## src/rtl/refill_victim_sel.sv

```systemverilog
// rtl/refill_victim_sel.sv - refill victim selection with per-set way-valid tracking (optional VICTIM_RAND_STATS_EN)
module refill_victim_sel #(
   parameter int NB_WAYS = 8,
   parameter int NB_SETS = 16,
   localparam int SET_W = $clog2(NB_SETS),
   localparam int WAY_W = $clog2(NB_WAYS)
) (
   input  logic               clk_i,
   input  logic               rst_ni,
   input  logic               req_valid_i,
   output logic               req_ready_o,
   input  logic [SET_W-1:0]   req_set_i,
   input  logic [NB_WAYS-1:0] lfsr_way_oh_i,
   output logic               lfsr_en_o,
   output logic               refill_valid_o,
   input  logic               refill_ready_i,
   output logic [SET_W-1:0]   refill_set_o,
   output logic [NB_WAYS-1:0] refill_way_oh_o,
   output logic [WAY_W-1:0]   refill_way_bin_o,
   input  logic [SET_W-1:0]   lookup_set_i,
   output logic [NB_WAYS-1:0] lookup_valid_o,
   input  logic               flush_req_i,
   output logic               flush_ack_o,
   output logic [15:0]        rand_evict_cnt_o
);

   typedef enum logic [1:0] {IDLE, REFILL, FLUSH} state_e;

   state_e state_q, state_d;

   logic [NB_SETS-1:0][NB_WAYS-1:0] valid_q;
   logic [NB_WAYS-1:0] cur_valid;
   logic               all_valid;
   logic [NB_WAYS-1:0] free_oh;
   logic               free_found;
   logic [NB_WAYS-1:0] victim_oh;
   logic [WAY_W-1:0]   victim_bin;
   logic               accept;
   logic               refill_done;

   assign lookup_valid_o = valid_q[lookup_set_i];

   // Victim choice: first free way of the requested set, else the LFSR way; binary is its lowest set bit.
   always_comb begin
      cur_valid  = valid_q[req_set_i];
      all_valid  = &cur_valid;
      free_oh    = '0;
      free_found = 1'b0;
      for (int i = 0; i < NB_WAYS; i++) begin
         if (!free_found && !cur_valid[i]) begin
            free_oh[i] = 1'b1;
            free_found = 1'b1;
         end
      end
      victim_oh  = all_valid ? lfsr_way_oh_i : free_oh;
      victim_bin = '0;
      for (int i = NB_WAYS - 1; i >= 0; i--) begin
         if (victim_oh[i]) begin
            victim_bin = WAY_W'(i);
         end
      end
   end

   // State register.
   always_ff @(posedge clk_i or negedge rst_ni) begin
      if (!rst_ni) begin
         state_q <= IDLE;
      end else begin
         state_q <= state_d;
      end
   end

   // Next state and handshake outputs; a pending flush blocks new requests in IDLE.
   always_comb begin
      state_d        = state_q;
      req_ready_o    = 1'b0;
      accept         = 1'b0;
      lfsr_en_o      = 1'b0;
      refill_valid_o = 1'b0;
      refill_done    = 1'b0;
      flush_ack_o    = 1'b0;
      case (state_q)
         IDLE: begin
            req_ready_o = !flush_req_i;
            if (flush_req_i) begin
               state_d = FLUSH;
            end else if (req_valid_i) begin
               accept    = 1'b1;
               lfsr_en_o = all_valid;
               state_d   = REFILL;
            end
         end
         REFILL: begin
            refill_valid_o = 1'b1;
            if (refill_ready_i) begin
               refill_done = 1'b1;
               state_d     = IDLE;
            end
         end
         FLUSH: begin
            flush_ack_o = 1'b1;
            state_d     = IDLE;
         end
         default: state_d = IDLE;
      endcase
   end

   // Capture the refill target at acceptance; it stays frozen for the whole handshake.
   always_ff @(posedge clk_i or negedge rst_ni) begin
      if (!rst_ni) begin
         refill_set_o     <= '0;
         refill_way_oh_o  <= '0;
         refill_way_bin_o <= '0;
      end else if (accept) begin
         refill_set_o     <= req_set_i;
         refill_way_oh_o  <= victim_oh;
         refill_way_bin_o <= victim_bin;
      end
   end

   // Way-valid array: flush clears everything, a completed refill marks its way.
   always_ff @(posedge clk_i or negedge rst_ni) begin
      if (!rst_ni) begin
         valid_q <= '0;
      end else if (flush_ack_o) begin
         valid_q <= '0;
      end else if (refill_done) begin
         valid_q[refill_set_o] <= valid_q[refill_set_o] | refill_way_oh_o;
      end
   end

`ifdef VICTIM_RAND_STATS_EN
   logic [15:0] rand_cnt_q;

   // Saturating count of random evictions; only reset clears it.
   always_ff @(posedge clk_i or negedge rst_ni) begin
      if (!rst_ni) begin
         rand_cnt_q <= '0;
      end else if (lfsr_en_o && (rand_cnt_q != 16'hFFFF)) begin
         rand_cnt_q <= rand_cnt_q + 16'd1;
      end
   end

   assign rand_evict_cnt_o = rand_cnt_q;
`else
   assign rand_evict_cnt_o = 16'h0000;
`endif

endmodule
```

## config.mk

```make
export PLATFORM = sky130hd
export DESIGN_NAME = refill_victim_sel
export DESIGN_NICKNAME = d
export VERILOG_FILES = /design/src/rtl/refill_victim_sel.sv
export SDC_FILE = /design/constraint.sdc
export NUM_CORES = 1
export LEC_CHECK = 0
export BUFFER_PORTS_ARGS = -buffer_cell sky130_fd_sc_hd__buf_2
export CORE_UTILIZATION = 45
export DETAILED_ROUTE_END_ITERATION = 8
export GPL_TIMING_DRIVEN = 0
export PLACE_DENSITY = 0.58
export SLEW_MARGIN = 0
export SYNTH_ARGS = -nofsm -noshare
export SYNTH_HDL_FRONTEND = slang
export SYNTH_SLANG_ARGS = --single-unit
```

## constraint.sdc

```tcl
create_clock -name clk_i -period 2.9 [get_ports clk_i]
set_input_delay 0.435 -clock clk_i [delete_from_list [all_inputs] [get_ports clk_i]]
set_output_delay 0.435 -clock clk_i [all_outputs]
set_load 0.05 [all_outputs]
```

==> impl_metrics.tcl, run 1 <==
set metrics [dict create \
    status "finished with violations" \
    failed_checks "hold timing" \
    cp-start-kind "flop" \
    design_area_um2 10400 \
    max_slew_margin_pct 41.4 \
    first_pass_iters 5 \
    reg2regPathDepth 7 \
    synthCells 766 \
    drtIter0Drc 1112 \
    die-area_um2 20400 \
    drv_slew 0 \
    dp_hpwl_mm 22.8 \
    ys.flop_type "dfrtp_1" \
    power_density_nw_per_um2 530 \
    reg2reg_from "refill_set_o[1]" \
    synth_edf_count 0 \
    async_reset_ff_share_pct 100 \
    max-clock-path-buffers 2 \
    cp-end-kind "primary output" \
    cts-htree-levels 4 \
    port_buffers 42 \
    fin_ws_ns 0.00364 \
    whs_ns -0.0109 \
    r2r_slack_ns 0.04 \
    clock-sinks 145 \
    crit_slowest_cell "mux4_2" \
    p_leak_nw 4.38 \
    route.detailed.wl_per_inst_um 27.4 \
    dieWidth_um 143 \
    antenna_found_initial 0 \
    vias 7593 \
    grt_pass1_vias 7439 \
    fin_crit_ns 2.90 \
    avgSynthCellArea_um2 11.7 \
    worst-setup-path-type "flop to primary output" \
    synth_seq_area_share_pct 40.6 \
    hold_class "input port to asynchronous set/reset pin" \
    post-route-period-util_pct 99.9 \
    setup_violations 0 \
    final_cells 1128 \
    drc 0 \
    ant_nets 0 \
    wirelength_mm 31.0 \
    worst_slew_pin_slew_ns 0.877 \
    cap_violations 0 \
    grt_first_pass_wirelength_mm 46.8 \
    rsz0062_at_grt "yes" \
    overflow 0 \
    grt_max_degree 78 \
    path_cells "mux4_1, mux4_2, and3_4, nand4_1, nor2_1, buf_6" \
    antennaDiodeCount 0 \
    reg2reg_to "valid_q[23]" \
    critPathMaxFanout 2 \
    max_freq_mhz 345 \
    netlist_area_um2 8930 \
    slowest_delay_ns 0.55 \
    dpl_cell_area_um2 9560 \
    fill_cells 1685 \
    cp.required_ns 2.47 \
    place_ws_ns -0.589 \
    fin_nets 871 \
    area_growth_syn_to_layout_pct 15.9 \
    placed_cells 1089 \
    drive_gt1_share_pct 29.3 \
    clock_latency_ns 0.43 \
    cts_tree "yes" \
    hold_violations 4 \
    clk_pin_slew_ns 0.06 \
    vdd_drop_max_v 0.000381 \
    arrival_ns 2.46 \
    row_count 51 \
    io_pins 64 \
    synth_warnings 0 \
    cts-root-buf "clkbuf_16" \
    core_region_area_um2 19500 \
    start_util_pct 45.9 \
    grt_usage_pct 32.3 \
    dieHeight_um 143 \
    gp_congestion 1.01 \
    synth_seq_cells 145 \
    finalPower_mw 5.49 \
    skew_ns 0.00564 \
    synth.distinct_cells 50 \
    viasPerCell 6.73 \
    numCtsBuffers 17 \
]
[cell families after synthesis]
kind of cell           after synthesis  synth area share [%]
and+or+nand+nor                    244                  13.9
AOI/OAI and AO/OA                  167                  10.6
muxes                              115                  29.5
buffers and inverters               94                  5.37
DFF                                145                  40.6
other                                1                0.0420
[registers in the layout (all words and copies together) (netlist names)]
signal            count
valid_q             128
refill_way_oh_o       8
refill_set_o          4
refill_way_bin_o      3
state_q               2
[report_power, final]
part           internal, mW  switching [mW]  total [mW]
clock                  1.38           0.921        2.30
sequential             2.07          0.0739        2.14
combinational         0.323           0.720        1.04
total                  3.77            1.71        5.49
[synth_stat cells (2+ instances only)]
cell / n / area share (%)
a211oi_1: 2 / 0.17
a21oi_1: 5 / 0.28
a221oi_1: 3 / 0.29
a22oi_1: 5 / 0.42
a22oi_2: 2 / 0.28
a31oi_1: 2 / 0.14
and2_1: 5 / 0.35
and3_1: 2 / 0.14
buf_1: 8 / 0.34
buf_12: 2 / 0.45
buf_2: 8 / 0.45
buf_4: 17 / 1.4
clkbuf_1: 48 / 2.0
dfrtp_1: 145 / 41
inv_1: 8 / 0.34
mux2i_1: 4 / 0.45
mux4_1: 25 / 7.4
mux4_2: 86 / 22
nand2_1: 41 / 1.7
nand2b_1: 3 / 0.21
nand3_1: 143 / 8.0
nand3_2: 3 / 0.34
nand4_1: 2 / 0.14
nor2_1: 21 / 0.88
nor2b_1: 9 / 0.63
nor3_1: 3 / 0.17
nor3b_1: 5 / 0.42
o21ai_0: 135 / 7.6
o31ai_1: 3 / 0.25
[cell type report]
class	instances	area, um2	area share (%)
flip-flops and latches	145	3630	35.0
multi-input cells	542	4940	47.8
clock buffers	20	447	4.31
repair buffers	53	325	3.14
plain buffers	83	488	4.71
well taps	265	332	3.20
clock inverters	12	159	1.53
inverters	8	30.0	0.290
[cell usage in the layout (no fill, tap or decap), drive strengths merged, types with 4 or more instances in the layout]
master  synthesis  routed
inv             8       9
and2            6       6
mux2i           4       4
nor2b           9       9
a21oi           5       5
nand3         146     146
nor2           22      22
nor3b           5       5
clkinv          0       6
buf            37      87
dfrtp         145     145
o21ai         135     135
a22oi           7       7
clkbuf         49      69
mux4          111     111
conb            1      16
nand2          41      41
[worst max path at each step]
stage               startpoint           endpoint  depth (start not counted)
2_1_floorplan     req_set_i[0]          lfsr_en_o                          9
3_3_place_gp            rst_ni        valid_q[64]                          1
3_5_place_dp   lookup_set_i[0]  lookup_valid_o[5]                          5
4_1_cts           req_set_i[1]          lfsr_en_o                          9
5_1_grt           req_set_i[1]          lfsr_en_o                          9
6_report           valid_q[44]          lfsr_en_o                          6
[metal layers]
metal	GRT usage, %	part of all wire (%)	vias up
met5	0	0	-
met4	13.9	3.3	0
met3	9.15	12	82
met2	50.2	48	532
met1	42.5	37	3851
li1	-	-	3128
[stage by stage]
step                      setup TNS (ns)  util (%)
after global routing             -0.0640      53.2
final                                  0      53.2
after global placement           -120.04      49.0
after detailed placement          -25.72      49.1
after CTS                              0      52.7
after floorplan                        0         -
[repair_timing]
action / in CTS / in global routing
endpoints found under the setup margin: 117 / 62
resized for setup: 41 / 26
hold buffers: 0 / 0
buffers inserted: 7 / 3
[worst max-delay path: cells and delay by family, from the launching register on]
family / cells / cell delay [ns]
flops: 1 / 0.42
buf+inv: 1 / 0.17
mux: 2 / 1.08
simple gates: 3 / 0.34
Note: power is estimated with default switching activity, not from simulation.
==> run 2, diff against run 1 <==
CORE_MARGIN = 3   (was unset)
HOLD_SLACK_MARGIN = 0.12   (was unset)
==> run 2 against run 1 <==
Effect of this change: cell count fell by 0.71%; clock skew grew 0.0021 ns; sequential share of layout area is 0.19 points higher; combinational power about the same; sequential power about the same; core utilization rose by 0.79 points; routed wire length decreased by 1.1%; first-iteration DRC count shrank 19%; critical path type unchanged; the flow now finishes without violations; maximum frequency rose by 0.89%; non-clock buffer count down 3; clock power down 4%; critical path depth unchanged.
==> impl_metrics.tcl, run 2 (synthesis results as in run 1) <==
set metrics [dict create \
    setup_violations 0 \
    clock-sinks 145 \
    grt_pass1_vias 7387 \
    reg2regPathDepth 6 \
    slowest_delay_ns 0.55 \
    p_comb_share_pct 19.3 \
    fin_nets 868 \
    route.detailed.wl_per_inst_um 27.3 \
    worst_slew_pin_slew_ns 0.905 \
    ant_nets 0 \
    top_register "valid_q" \
    clkPwrFrac_pct 40.8 \
    status "completed" \
    fin_crit_ns 2.87 \
    crit_slowest_cell "mux4_2" \
    port_buffers 42 \
    hold_class "input port to flop" \
    start_util_pct 46.8 \
    hold_violations 0 \
    p_leak_nw 4.33 \
    power_density_nw_per_um2 523 \
    seqPwrFrac_pct 39.9 \
    dpl_cell_area_um2 9560 \
    post-route-period-util_pct 99.0 \
    cts-root-buf "clkbuf_16" \
    first_pass_iters 5 \
    grt_usage_pct 28.7 \
    worst-setup-path-type "flop to primary output" \
    rsz0062_at_grt "yes" \
    wirelength_mm 30.6 \
    antennaDiodeCount 0 \
    swShare_pct 31.5 \
    final_cell_mix "dfrtp_1 (144), nand3_1 (141), o21ai_0 (135)" \
    arrival_ns 2.44 \
    worstHoldEndpoint "refill_way_oh_o[2]" \
    drc 0 \
    design_area_um2 10300 \
    max_freq_mhz 348 \
    clk_pin_slew_ns 0.06 \
    numCtsBuffers 17 \
    grt_first_pass_wirelength_mm 45.9 \
    row_count 50 \
    drive_gt1_share_pct 29.3 \
    clock_latency_ns 0.43 \
    overflow 0 \
    skew_ns 0.00775 \
    max_slew_margin_pct 39.5 \
    drv_slew 0 \
    p_sw_mw 1.70 \
    largest_reg_flops 128 \
    antenna_found_initial 0 \
    area_growth_syn_to_layout_pct 15.3 \
    grt_max_degree 103 \
    dieHeight_um 147 \
    reg2reg_to "valid_q[114]" \
    die-area_um2 21600 \
    r2r_slack_ns 0.08 \
    cp.required_ns 2.47 \
    final_common_cell "dfrtp_1" \
    critPathMaxFanout 2 \
    drtIter0Drc 900 \
    cp_num_buf_inv 1 \
    cp-start-kind "flop" \
    gp_congestion 0.977 \
    io_pins 64 \
    p_int_mw 3.69 \
    cp-end-kind "primary output" \
    reg2reg_from "refill_set_o[0]" \
    reg_top3 "valid_q: 128 flops, refill_way_oh_o: 8 flops, refill_set_o: 4 flops" \
    dp_hpwl_mm 22.8 \
    cts-htree-levels 4 \
    fin_util_pct 54.0 \
    core_region_area_um2 19100 \
    path_cells "mux4_1, mux4_2, and3_4, nand4_1, nor2_1, buf_6" \
    vdd_drop_max_v 0.000396 \
    cpLargestDelayFamily "multiplexers" \
    vias 7538 \
    hp-start "lfsr_way_oh_i[2]" \
    dieWidth_um 147 \
    cts_tree "yes" \
    cap_violations 0 \
    holdPathStages 3 \
    viasPerCell 6.73 \
    max-clock-path-buffers 2 \
]
==> run 2: routing by layer <==
layer	up-vias	GRT usage, %	part of all wire [%]
met5	-	0	0
met4	0	12.9	4.5
met3	91	7.40	11
met2	546	45.4	47
met1	3779	37.5	38
li1	3122	-	-
==> run 2: stage by stage <==
step	setup WS, ns	total power, mW	cells	TNS, ns	hold slack, ns
2_1_floorplan	0.0280	2.82	781	0	0.139
3_3_place_gp	-0.644	3.17	1083	-122.51	0.465
3_5_place_dp	-0.586	3.18	1084	-33.35	0.395
4_1_cts	-0.00196	5.38	1119	-0.00239	0.290
5_1_grt	-0.0369	5.54	1120	-0.0369	0.300
6_report	0.0291	5.38	1120	0	0.304
==> run 2: worst max path at each step <==
stage / from / endpoint / slack [ns] / cells after the start
after global placement: rst_ni / valid_q[127] / -0.64 / 1
after CTS: refill_set_o[0] / valid_q[4] / -0.002 / 6
after global routing: valid_q[44] / lfsr_en_o / -0.04 / 6
after floorplan: req_set_i[0] / lfsr_en_o / 0.03 / 9
after detailed placement: refill_set_o[1] / valid_q[87] / -0.59 / 7
final: valid_q[108] / lfsr_en_o / 0.03 / 6
==> run 2: final cells by class <==
| type | count | area, um2 |
|---|---|---|
| clock buffers | 20 | 447 |
| inverters | 8 | 30.0 |
| clock inverters | 12 | 135 |
| fillers | 1647 | 8780 |
| repair buffers | 50 | 305 |
| well taps | 260 | 325 |
| plain buffers | 83 | 503 |
| multi-input cells | 542 | 4920 |
| flip-flops and latches | 145 | 3630 |
==> run 2: power groups by stage <==
| stage | Combinational [mW] | Sequential [mW] | Clock (mW) |
|---|---|---|---|
| 2_1_floorplan | 0.607 | 2.21 | 0 |
| 3_3_place_gp | 0.990 | 2.18 | 0 |
| 3_5_place_dp | 1.00 | 2.18 | 0 |
| 4_1_cts | 1.02 | 2.14 | 2.21 |
| 5_1_grt | 1.09 | 2.15 | 2.30 |
| 6_report | 1.04 | 2.15 | 2.20 |
==> run 2: timing repair <==
item | 4_1_cts | 5_1_grt
endpoints found under the setup margin | 131 | 89
buffers inserted | 4 | 2
hold buffers | 1 | 0
endpoints found under the hold margin | 43 | 0
pin swaps | 0 | 1
resized for setup | 47 | 24
==> run 2: tightest hold or removal path, stage by stage <==
cell and delay [ns]:
buf_2 0.12, nand2_1 0.06, a31oi_1 0.07
